## config.mk

```make
export PLATFORM = sky130hd
export DESIGN_NAME = paddle_engine
export DESIGN_NICKNAME = d
export VERILOG_FILES = /design/src/rtl/paddle_engine.sv
export SDC_FILE = /design/constraint.sdc
export NUM_CORES = 1
export LEC_CHECK = 0
export ABC_AREA = 0
export CAP_MARGIN = 0
export CORE_UTILIZATION = 45
export CTS_CLUSTER_SIZE = 20
export DETAILED_ROUTE_END_ITERATION = 6
export MAX_ROUTING_LAYER = met4
export PLACE_DENSITY = 0.72
export SLEW_MARGIN = 5
export SYNTH_ARGS = -nofsm -noshare
export SYNTH_HDL_FRONTEND = slang
export SYNTH_SLANG_ARGS = --single-unit
```

## constraint.sdc

```tcl
create_clock -name clk -period 11 [get_ports clk]
set_input_delay 2.2 -clock clk [delete_from_list [all_inputs] [get_ports clk]]
set_output_delay 2.2 -clock clk [all_outputs]
set_load 0.1 [all_outputs]
```

## src/rtl/paddle_engine.sv

```systemverilog
// paddle_engine: paddle sprite engine for the 160x120 VGA adapter.
// Generates its own frame tick, moves a PAD_W x PAD_H paddle on button
// requests, and repaints it pixel by pixel (erase old, draw new).
// Optional build macro: PADDLE_ACCEL_EN enables step acceleration.
module paddle_engine #(
  parameter int unsigned SCREEN_W  = 160,
  parameter int unsigned PAD_W     = 16,
  parameter int unsigned PAD_H     = 2,
  parameter int unsigned X_INIT    = 72,
  parameter int unsigned Y_POS     = 110,
  parameter int unsigned STEP      = 1,
  parameter int unsigned MAX_STEP  = 4,
  parameter int unsigned FRAME_DIV = 833334,
  parameter logic [2:0]  FG_COLOUR = 3'b111,
  parameter logic [2:0]  BG_COLOUR = 3'b000
) (
  input  logic       clk,
  input  logic       resetn,
  input  logic       enable,
  input  logic       left,
  input  logic       right,
  output logic [7:0] x,
  output logic [6:0] y,
  output logic [2:0] colour,
  output logic       plot,
  output logic [7:0] pad_x,
  output logic       busy,
  output logic       frame_tick
);

  localparam int unsigned     DIV_W    = (FRAME_DIV > 1) ? $clog2(FRAME_DIV) : 1;
  localparam logic [DIV_W-1:0] DIV_LOAD = DIV_W'(FRAME_DIV - 1);
  localparam logic [8:0]      X_MAX    = 9'(SCREEN_W - PAD_W);
  localparam logic [7:0]      COL_LAST = 8'(PAD_W - 1);
  localparam logic [2:0]      ROW_LAST = 3'(PAD_H - 1);

  typedef enum logic [2:0] {S_INIT, S_IDLE, S_ERASE, S_MOVE, S_DRAW} state_t;

  state_t           state, state_d;
  logic [DIV_W-1:0] div_cnt;
  logic [7:0]       col, col_d;
  logic [2:0]       row, row_d;
  logic [7:0]       target, target_d, pad_x_d;
  logic [7:0]       target_calc;
  logic [8:0]       step, dec, inc;
  logic             req_l, req_r, accept;

  // Free-running frame divider, independent of enable and engine state.
  always_ff @(posedge clk or negedge resetn) begin
    if (!resetn)             div_cnt <= DIV_LOAD;
    else if (div_cnt == '0)  div_cnt <= DIV_LOAD;
    else                     div_cnt <= div_cnt - 1'b1;
  end

  assign frame_tick = (div_cnt == '0);

  assign req_l  = left & ~right;
  assign req_r  = right & ~left;
  assign accept = (state == S_IDLE) & frame_tick & enable;

`ifdef PADDLE_ACCEL_EN
  logic [8:0] acc_step;
  logic [3:0] run_len, run_next;
  logic       last_l, last_r, same_dir;

  // A run continues only while the same single direction is held at accepted ticks.
  assign same_dir = (req_l & last_l) | (req_r & last_r);
  assign step     = same_dir ? acc_step : 9'(STEP);
  assign run_next = same_dir ? run_len + 4'd1 : 4'd1;

  // Step grows by one after every 8 consecutive moving frames, saturating.
  always_ff @(posedge clk or negedge resetn) begin
    if (!resetn) begin
      acc_step <= 9'(STEP);
      run_len  <= '0;
      last_l   <= 1'b0;
      last_r   <= 1'b0;
    end else if (accept) begin
      last_l <= req_l;
      last_r <= req_r;
      if (!(req_l | req_r)) begin
        acc_step <= 9'(STEP);
        run_len  <= '0;
      end else if (run_next == 4'd8) begin
        run_len  <= '0;
        acc_step <= (step < 9'(MAX_STEP)) ? step + 9'd1 : step;
      end else begin
        run_len  <= run_next;
        acc_step <= step;
      end
    end
  end
`else
  assign step = 9'(STEP);
`endif

  // Clamped target at 9 bits so neither edge can wrap.
  always_comb begin
    dec = {1'b0, pad_x} - step;
    inc = {1'b0, pad_x} + step;
    if ({1'b0, pad_x} < step) dec = '0;
    if (inc > X_MAX)          inc = X_MAX;
    target_calc = pad_x;
    if (req_l)      target_calc = dec[7:0];
    else if (req_r) target_calc = inc[7:0];
  end

  // Next-state, scan counter and position update.
  always_comb begin
    state_d  = state;
    col_d    = col;
    row_d    = row;
    target_d = target;
    pad_x_d  = pad_x;
    case (state)
      S_INIT: begin
        state_d = S_DRAW;
        pad_x_d = 8'(X_INIT);
        col_d   = '0;
        row_d   = '0;
      end
      S_IDLE: begin
        if (accept && (target_calc != pad_x)) begin
          state_d  = S_ERASE;
          target_d = target_calc;
          col_d    = '0;
          row_d    = '0;
        end
      end
      S_ERASE, S_DRAW: begin
        if (col == COL_LAST) begin
          col_d = '0;
          if (row == ROW_LAST) begin
            row_d   = '0;
            state_d = (state == S_ERASE) ? S_MOVE : S_IDLE;
          end else begin
            row_d = row + 3'd1;
          end
        end else begin
          col_d = col + 8'd1;
        end
      end
      S_MOVE: begin
        pad_x_d = target;
        state_d = S_DRAW;
        col_d   = '0;
        row_d   = '0;
      end
      default: state_d = S_IDLE;
    endcase
  end

  // Engine state registers.
  always_ff @(posedge clk or negedge resetn) begin
    if (!resetn) begin
      state  <= S_INIT;
      col    <= '0;
      row    <= '0;
      target <= 8'(X_INIT);
      pad_x  <= 8'(X_INIT);
    end else begin
      state  <= state_d;
      col    <= col_d;
      row    <= row_d;
      target <= target_d;
      pad_x  <= pad_x_d;
    end
  end

  // Pixel port is registered from next-state values so each cycle's outputs match that cycle's state.
  always_ff @(posedge clk or negedge resetn) begin
    if (!resetn) begin
      x      <= '0;
      y      <= '0;
      colour <= '0;
      plot   <= 1'b0;
      busy   <= 1'b0;
    end else begin
      plot   <= (state_d == S_ERASE) || (state_d == S_DRAW);
      busy   <= (state_d != S_IDLE);
      x      <= pad_x_d + col_d;
      y      <= 7'(Y_POS) + {4'b0000, row_d};
      colour <= (state_d == S_DRAW) ? FG_COLOUR : BG_COLOUR;
    end
  end

endmodule

```

After elaboration in Yosys (flattened, before gate mapping)
Cells that the tools add are included.
{"block": "classes", "n_addsub": 7, "magnitude_cmp": 2, "n_eq_ne": 10, "mux": 19, "n_bitwise": 6, "n_reduce_logical": 7}
{"cell": "$mux W8", "n": 6}
{"cell": "$pmux W8 S3", "n": 1}
{"cell": "$mux W3", "n": 7}
{"cell": "$logic_not A20 Y1", "n": 1}
{"cell": "$mux W20", "n": 1}
{"cell": "$sub A20 B1 Y20 const B", "n": 1}
{"cell": "$pmux W3 S3", "n": 2}
{"cell": "$pmux W8 S2", "n": 1}
{"cell": "$add A8 B1 Y9 const B", "n": 1}
{"cell": "$eq A3 B2 Y1 const B", "n": 3}
{"cell": "$gt A9 B8 Y1 const B", "n": 1}
{"cell": "$add A8 B1 Y8 const B", "n": 1}
{"cell": "$add A8 B8 Y8", "n": 1}
{"cell": "$eq A8 B4 Y1 const B", "n": 1}
{"cell": "$lt A8 B1 Y1 const B", "n": 1}
{"cell": "$ne A8 B8 Y1", "n": 1}
{"cell": "$sub A8 B1 Y8 const B", "n": 1}
{"cell": "$add A6 B4 Y7 const A", "n": 1}
{"cell": "$eq A3 B1 Y1 const B", "n": 2}
{"cell": "$eq A3 B3 Y1 const B", "n": 2}
{"cell": "$and A1 B1 Y1", "n": 4}
{"cell": "$reduce_or A2 Y1", "n": 2}
{"cell": "$add A3 B1 Y3 const B", "n": 1}
{"cell": "$logic_not A3 Y1", "n": 1}
{"cell": "other kinds (6)", "n": 7}
{"block": "word_totals", "ff_bits": 70, "input_bits": 5, "word_cells": 62}

Longest topological paths before layout
Gate-level depths: netlist of run 1.
{"block": "depth", "word_depth": 11, "depth_mapped": 22, "mapped_depth_nobuf": 21}

Least setup slack after synthesis of run 1
Ideal clock, no wire load.
{"block": "synth_path", "path_kind": "input to register", "start": "input port right", "end": "register x[7]", "setup_ns": 0.077, "t_arrival_ns": 5.555, "required_ns": 10.923, "setup_slack_ns": 5.367, "stages": 19, "cell_sequence": "nand2b_1 -> nor3_2 -> mux2_1 -> o22ai_2 -> xnor2_2 -> o311a_4 -> a21oi_4 -> nand2_1 -> o21ai_0 -> ha_1 -> a21o_1 -> a21oi_1 -> nor2b_1 -> o21a_1 -> o21ai_0 -> nand2b_1 -> a21oi_1 -> xor2_1 -> xnor2_2"}
{"block": "synth_via", "elab_chain_len": 8, "elab_cells_between_ends": 10, "classes_between": "add/sub (1); eq/ne (1); mux (4); bitwise (3); reduce/logical (1)"}
{"element": "from (decl)", "line": "21", "text": "input logic right,"}
{"element": "$and A1 B1 Y1 or $not A1 Y1 (tied branches)", "line": "58, 57"}
{"element": "$mux W8 or $and A1 B1 Y1 (tied branches)", "line": "105, 57"}
{"element": "$mux W8 *", "line": "104", "text": "if (req_l) target_calc = dec[7:0];"}
{"element": "$ne A8 B8 Y1 *", "line": "123", "text": "if (accept && (target_calc != pad_x)) begin"}
{"element": "$logic_and A1 B1 Y1 *", "line": "123"}
{"element": "$mux W8 *", "line": "123"}
{"element": "$pmux W8 S3 *", "line": "115", "text": "case (state)"}
{"element": "net col_d[1]", "line": "41", "text": "logic [7:0] col, col_d;"}
{"element": "$add A8 B8 Y8 *", "line": "181", "text": "x <= pad_x_d + col_d;"}
{"element": "to (signal assigned)", "line": "181"}
{"element": "to (decl)", "line": "22", "text": "output logic [7:0] x,"}
The timed path passes the listed nets; every way through them passes the cells marked *.
A chain may end at the register's enable or synchronous reset.

Worst setup path after layout of run 1
{"block": "layout_path", "start": "input port left", "end": "register x[7]"}
{"block": "layout_via", "elab_chain_len": 9, "elab_cells_between_ends": 10, "classes_between": "add/sub (1); eq/ne (1); mux (4); bitwise (3); reduce/logical (1)"}
{"element": "from (decl)", "line": "20", "text": "input logic left,"}
{"element": "$not A1 Y1", "line": "58", "text": "assign req_r = right & ~left;"}
{"element": "$and A1 B1 Y1", "line": "58"}
{"element": "$mux W8", "line": "105", "text": "else if (req_r) target_calc = inc[7:0];"}
{"element": "$mux W8 *", "line": "104"}
{"element": "$ne A8 B8 Y1 *", "line": "123"}
{"element": "$logic_and A1 B1 Y1 *", "line": "123"}
{"element": "$mux W8 *", "line": "123"}
{"element": "$pmux W8 S3 *", "line": "115"}
{"element": "net col_d[1]", "line": "41"}
{"element": "$add A8 B8 Y8 *", "line": "181"}
Marked as above.

==> out/results.txt, run 1 <==
Status: finished, final reports clean
CTS Root Cell: clkbuf_8
Crit-path cells: clkdlybuf4s50_1 -> nand2b_1 -> nor3_2 -> mux2_1 -> o22ai_2 -> xnor2_2 -> o311a_4 -> a21oi_4 -> nand2_1 -> o21ai_0 -> ha_1 -> a21o_1 -> a21oi_1 -> nor2b_1 -> o21a_1 -> o21ai_0 -> nand2b_1 -> a21oi_1 -> xor2_1 -> xnor2_2
Post-synthesis async set-or-reset flop share: 100%
Max-slew headroom: 32.1%
Placeable Area: 8300 um^2
Clk pin slew, worst setup/hold paths: 0.08 ns
Worst Path Arrival: 6.74 ns
R2r worst-path depth: 21
CTS Buf Count: 9
Post-Syn Area per Cell: 9.43 um^2
Setup TNS: 0 ns
Total power: 0.000619 W
HP Class: reg -> reg
Synthesized cell area: 3880 um^2
Setup bufs post-CTS: 0
Post-synthesis mux area share: 3.74%
Final net count: 454
WL/cell: 15.1 um
Worst-path maximum fanout: 15
Initial antenna violation count: 0
Reg2Reg Setup Slack: 5.68 ns
RSZ-0062 raised after global routing: no
Final Slew Violations: 0
Crit path max-delay family: compound AO/OA/AOI/OAI gates
Diodes inserted: 0
Synth Area in Compound Gates: 17.8%
First-pass GRT wire length: 14200 um
Congestion Overflow GR: 0
CP bufs+invs: 1
Share of cells above drive strength 1: 13.9%
Total track usage: 21.4%
IO Pins: 34
CTS tree: done
Initial DRC count: 217
Bufs on Longest Clock Path: 2
Period Utilization, post-route: 58.6%
Vias after detailed routing: 3118
Post-Route WL: 8240 um
CP max-delay cell: clkdlybuf4s50_1
Area growth syn-to-layout: 15.1%
Cell count after synthesis: 412
Final setup violation count: 0
Adder-Cell Fraction of Synth Area: 4.70%
Initial Util: 46.8%
Worst vdd ir: 0.0000945 V
Placer Congestion: 0.937
CP Capture Point: x[7]
Die Y-Extent: 94.9 um
Reg2reg start: pad_x[1]
Crit path time final: 6.45 ns
Worst Setup Start Kind: primary input
Die area: 9010 um^2
CP Capture Type: flip-flop
Most used DFF post-synth: dfrtp_1
H-tree Lvls: 3
Clk sink count: 66
Critical path class: in -> reg
Leak Pwr: 1.85 nW
Hold_buf cts: 0
Syn_nets: 431
DRC: 0
Pin count of the biggest net entering global routing: 67
Synth cell types: 64
Std cell rows: 33
EDFF count, synth: 0
Yosys warnings: 0
Layout Skew: 0.00933 ns
Seq/Total Area, Yosys: 43.0%
Simple-gate portion of the synthesized area: 20.4%
Worst-Skew Late Latency: 0.36 ns
Port-buffer cells: 33
Hold Fails Final Rpt: 0
Max cap viols: 0
1st-pass router iterations: 5
Critical path depth: 20
Crit path largest cell delay: 0.75 ns
DR vias/cell: 5.72
Largest family of logic cells by synthesized area: simple AND/OR/NAND/NOR gates
Vias in the first global route: 2950
Dpl hpwl: 5770 um
Routed Antenna Nets: 0
PD cells: 138 nW/um^2
Flops & latches, synth: 66
Reg-to-reg endpoint: x[7]
Die Width: 94.9 um
Worst Max-Slew Pin Slew: 1.02 ns
Setup crit start: left
Fmax: 155 MHz
Critical path required time: 11.29 ns
CTS resizes: 0
Synth Area in XOR/XNOR: 5.35%
## worst reg2reg max path, cell delays in order, from the launching register on
cell and delay [ns]:
dfrtp_1 0.58, inv_1 0.29, ha_1 0.26, or4b_4 0.52, nor3_2 0.19, mux2_1 0.36, o22ai_2 0.24, xnor2_2 0.11
o311a_4 0.40, a21oi_4 0.30, nand2_1 0.09, o21ai_0 0.18, ha_1 0.31, a21o_1 0.15, a21oi_1 0.23, nor2b_1 0.08
o21a_1 0.18, o21ai_0 0.16, nand2b_1 0.08, a21oi_1 0.18, xor2_1 0.24, xnor2_2 0.13
## cells by family (layout without fill, tap and decap cells)
logic type	count (synthesis)	count (layout)
other	1	1
AO/OA/AOI/OAI	107	107
multiplexers	13	13
AND/OR/NAND/NOR	147	147
buffers and inverters	42	70
flip-flops	66	66
adder cells (fa/ha/maj)	14	14
XOR/XNOR	22	22
## state kept, by name (all words and copies together) (netlist names), named ones only
register / count
x: 8
pad_x: 8
colour: 1
plot: 1
y: 5
busy: 1
div_cnt: 20
state: 3
target: 8
col: 8
row: 2
## final cells by class
| class | count | area [um^2] |
|---|---|---|
| inverters | 20 | 75.1 |
| clock buffers | 11 | 151 |
| fillers | 738 | 3830 |
| flip-flops and latches | 66 | 1670 |
| well taps | 105 | 131 |
| multi-input cells | 304 | 2020 |
| repair buffers | 34 | 333 |
| clock inverters | 5 | 85.1 |
## routing by layer
metal  part of all wire [%]  global-route usage [%]  up-vias
met5                      0                       -        -
met4                    1.2                    7.20        0
met3                    5.7                    5.39       12
met2                     46                    31.9       95
met1                     47                    28.3     1502
li1                       -                       -     1509
## per-stage QoR
step / hold WS (ns) / setup WS (ns) / utilization (%) / instance area (um^2) / instances
2_1_floorplan: 0.429 / 5.37 / - / 3880 / 412
3_3_place_gp: 0.437 / 4.34 / 51.0 / 4240 / 529
3_5_place_dp: 0.443 / 4.18 / 51.0 / 4240 / 529
4_1_cts: 0.462 / 4.56 / 53.9 / 4470 / 545
5_1_grt: 0.468 / 4.14 / 53.9 / 4470 / 545
6_report: 0.459 / 4.55 / 53.9 / 4470 / 545
## layout by cell type (no fill, tap or decap), drive strengths merged, types with 15 or more instances in the layout
cell           instances
inv                   20
clkdlybuf4s50         32
nand2                 42
o21ai                 42
nor2                  29
dfstp                 16
dfrtp                 50
nor3                  15
a21oi                 28
## where the power goes
group,switching (W),internal [W]
Clock,0.0000973,0.000141
Sequential,0.00000948,0.000254
Combinational,0.0000901,0.0000263
## cell usage after synthesis, types with 8 or more instances
library cell | count | area (um^2)
xor2_1 | 9 | 78.8
nand3_1 | 9 | 45.0
inv_1 | 18 | 67.6
nor3_1 | 12 | 60.1
nand2_1 | 41 | 154
a21oi_1 | 27 | 135
dfstp_2 | 16 | 420
clkbuf_1 | 10 | 37.5
xnor2_1 | 11 | 96.3
dfrtp_1 | 50 | 1250
nand2b_1 | 12 | 75.1
ha_1 | 13 | 163
o21ai_0 | 42 | 210
or3_1 | 8 | 50.1
nor2_1 | 29 | 109
## worst min-delay path by stage
stage,start,endpoint,slack (ns),cells after the start
after detailed placement,div_cnt[0],div_cnt[0],0.44,1
after CTS,div_cnt[0],div_cnt[0],0.46,1
after global routing,div_cnt[0],div_cnt[0],0.47,1
final,div_cnt[0],div_cnt[0],0.46,1
after global placement,div_cnt[0],div_cnt[0],0.44,1
after floorplan,div_cnt[0],div_cnt[0],0.43,1
No activity file was read; power rests on OpenSTA's default activity.
==> run 2, diff against run 1 <==
==> constraint.sdc (replaced) <==
create_clock -name clk -period 6.5 [get_ports clk]
set_input_delay 1.3 -clock clk [delete_from_list [all_inputs] [get_ports clk]]
set_output_delay 1.3 -clock clk [all_outputs]
set_load 0.1 [all_outputs]
==> out/results.txt, run 2 (same netlist as run 1, synthesis figures left out) <==
FF/Latch Area: 1670 um^2 (unchanged)
WHS: 0.459 ns (+0.000730 ns)
HP Class: reg -> reg
Bufs on Longest Clock Path: 2 (unchanged)
IO Pins: 34 (unchanged)
Setup bufs post-CTS: 0 (unchanged)
Placer Congestion: 0.920 (-1.9%)
Filler instances: 732 (-0.81%)
Critical path required time: 6.78 ns (-4.51 ns)
CTS resizes: 0 (unchanged)
Max FFs per register: 20 (unchanged)
Max-slew headroom: 31.6% (-0.55 points)
Layout Skew: 0.0126 ns (+0.00327 ns)
CP Capture Type: flip-flop
DR vias/cell: 5.87 (+2.6%)
Worst Setup Start Kind: primary input
Hold Fails Final Rpt: 0 (unchanged)
Clk sink count: 66 (unchanged)
Die Y-Extent: 94.9 um (unchanged)
Status: finished, final reports clean
Switching part of the total: 32.9% (+1.1 points)
Die area: 9010 um^2 (unchanged)
Setup crit start: right
Clk pin slew, worst setup/hold paths: 0.09 ns (about the same)
Vias in the first global route: 2973 (+0.78%)
Post-placement cell count: 530 (+0.19%)
Die Width: 94.9 um (unchanged)
Commonest cells after routing, fill and taps aside: dfrtp_1, o21ai_0, nand2_1, clkdlybuf4s50_1, nor2_1
Post-Route WL: 8520 um (+3.4%)
Share of cells above drive strength 1: 14.1% (+0.20 points)
Hold_buf cts: 0 (unchanged)
DRC: 0 (unchanged)
Std cell rows: 33 (unchanged)
Fmax: 181 MHz
Congestion Overflow GR: 0 (unchanged)
Worst vdd ir: 0.000182 V (+93%)
Routed Antenna Nets: 0 (unchanged)
Crit path time final: 5.52 ns
Area of the multi-input gates: 2020 um^2 (unchanged)
Area growth syn-to-layout: 14.9%
Leak Pwr: 1.85 nW (about the same)
Reg2reg start: pad_x[1]
Final setup violation count: 0 (unchanged)
Largest Register: div_cnt
Period Utilization, post-route: 84.9%
Net Switching: 0.000341 W (+73%)
Final net count: 455 (+0.22%)
Clock share of power: 37.8% (-0.7 points)
CTS Root Cell: clkbuf_8
Initial antenna violation count: 0 (unchanged)
CP Capture Point: x[7]
Reg-to-reg endpoint: x[7]
CTS tree: done
Sequential Power Share: 43.1% (+0.4 points)
Placeable Area: 8300 um^2 (unchanged)
Initial Util: 46.8% (unchanged)
Area post-placement: 4240 um^2 (+0.18%)
Post-route cell area: 4470 um^2 (-0.14%)
Worst-path maximum fanout: 13 (-2)
R2r worst-path depth: 21 (unchanged)
Diodes inserted: 0 (unchanged)
Dpl hpwl: 5860 um (+1.6%)
H-tree Lvls: 3 (unchanged)
Total track usage: 21.4% (+0.045 points)
Critical path class: in -> reg
Logic gate share of total power: 19.1% (+0.3 points)
1st-pass router iterations: 5 (unchanged)
First-pass GRT wire length: 14200 um (-0.19%)
Vias after detailed routing: 3204 (+2.8%)
Worst Max-Slew Pin Slew: 1.02 ns (+0.00829 ns)
Cell-internal power: 0.000694 W (+65%)
Non-filler cells, final: 546 (+0.18%)
Commonest non-fill, non-tap cell in the layout: dfrtp_1
PD cells: 232 nW/um^2 (+68%)
Initial DRC count: 160 (-26%)
WL/cell: 15.6 um (+3.2%)
Max cap viols: 0 (unchanged)
Port-buffer cells: 33 (unchanged)
Setup TNS: 0 ns (unchanged)
Pin count of the biggest net entering global routing: 67 (unchanged)
Worst-Skew Late Latency: 0.35 ns (about the same)
Final Slew Violations: 0 (unchanged)
CTS Buf Count: 9 (unchanged)
Reg2Reg Setup Slack: 1.20 ns (-4.48 ns)
RSZ-0062 raised after global routing: no
Worst Path Arrival: 5.79 ns (-0.95 ns)
==> run 2: cell types whose count changed in the layout (fill, tap and decap cells not counted) <==
| cell | delta |
|---|---|
| clkbuf_8 | -2 |
| inv_6 | +2 |
| buf_4 | +1 |
| clkinv_2 | +1 |
| clkinv_4 | -1 |
==> run 2: cell type report <==
cell class | instances | share of cell area, %
clock inverters | 7 | 2.21
clock buffers | 9 | 2.77
flip-flops and latches | 66 | 37.4
well taps | 105 | 2.94
inverters | 20 | 1.68
repair buffers | 35 | 7.62
multi-input cells | 304 | 45.3
==> run 2: metal layers <==
metal,vias to the layer above,GRT usage (%),part of all wire (%)
li1,1520,-,-
met1,1517,27.5,45
met2,142,31.9,46
met3,25,6.68,7.0
met4,0,7.32,2.3
met5,-,-,0
==> run 2: power groups by stage <==
stage          logic [W]  clock network, W  registers [W]
2_1_floorplan  0.0000763                 0       0.000528
3_3_place_gp    0.000197                 0       0.000453
3_5_place_dp    0.000198                 0       0.000454
4_1_cts         0.000199          0.000398       0.000447
5_1_grt         0.000209          0.000419       0.000450
6_report        0.000198          0.000391       0.000447
==> run 2: critical path, cell delays in order <==
cell,delay (ns)
clkdlybuf4s50_1,0.61
nand2b_1,0.31
nor3_2,0.14
mux2_1,0.36
o22ai_2,0.24
xnor2_2,0.11
o311a_4,0.40
a21oi_4,0.30
nand2_1,0.08
o21ai_0,0.19
ha_1,0.31
a21o_1,0.15
a21oi_1,0.23
nor2b_1,0.08
o21a_1,0.19
o21ai_0,0.16
nand2b_1,0.08
a21oi_1,0.17
xor2_1,0.24
xnor2_2,0.13
==> run 2: worst min path at each step <==
stage | startpoint | to | slack [ns] | cells past startpoint
floorplan | div_cnt[0] | div_cnt[0] | 0.43 | 1
finish | div_cnt[0] | div_cnt[0] | 0.46 | 1
detailed placement | div_cnt[0] | div_cnt[0] | 0.44 | 1
CTS | div_cnt[0] | div_cnt[0] | 0.46 | 1
global route | div_cnt[0] | div_cnt[0] | 0.47 | 1
global placement | div_cnt[0] | div_cnt[0] | 0.44 | 1
==> run 2: stage by stage <==
stage | utilization (%) | power (W) | setup WS (ns)
after floorplan | - | 0.000604 | 1.29
after global placement | 51.1 | 0.000650 | 0.788
after detailed placement | 51.1 | 0.000652 | 0.631
after CTS | 53.8 | 0.00104 | 0.980
after global routing | 53.8 | 0.00108 | 0.682
final | 53.8 | 0.00104 | 0.984
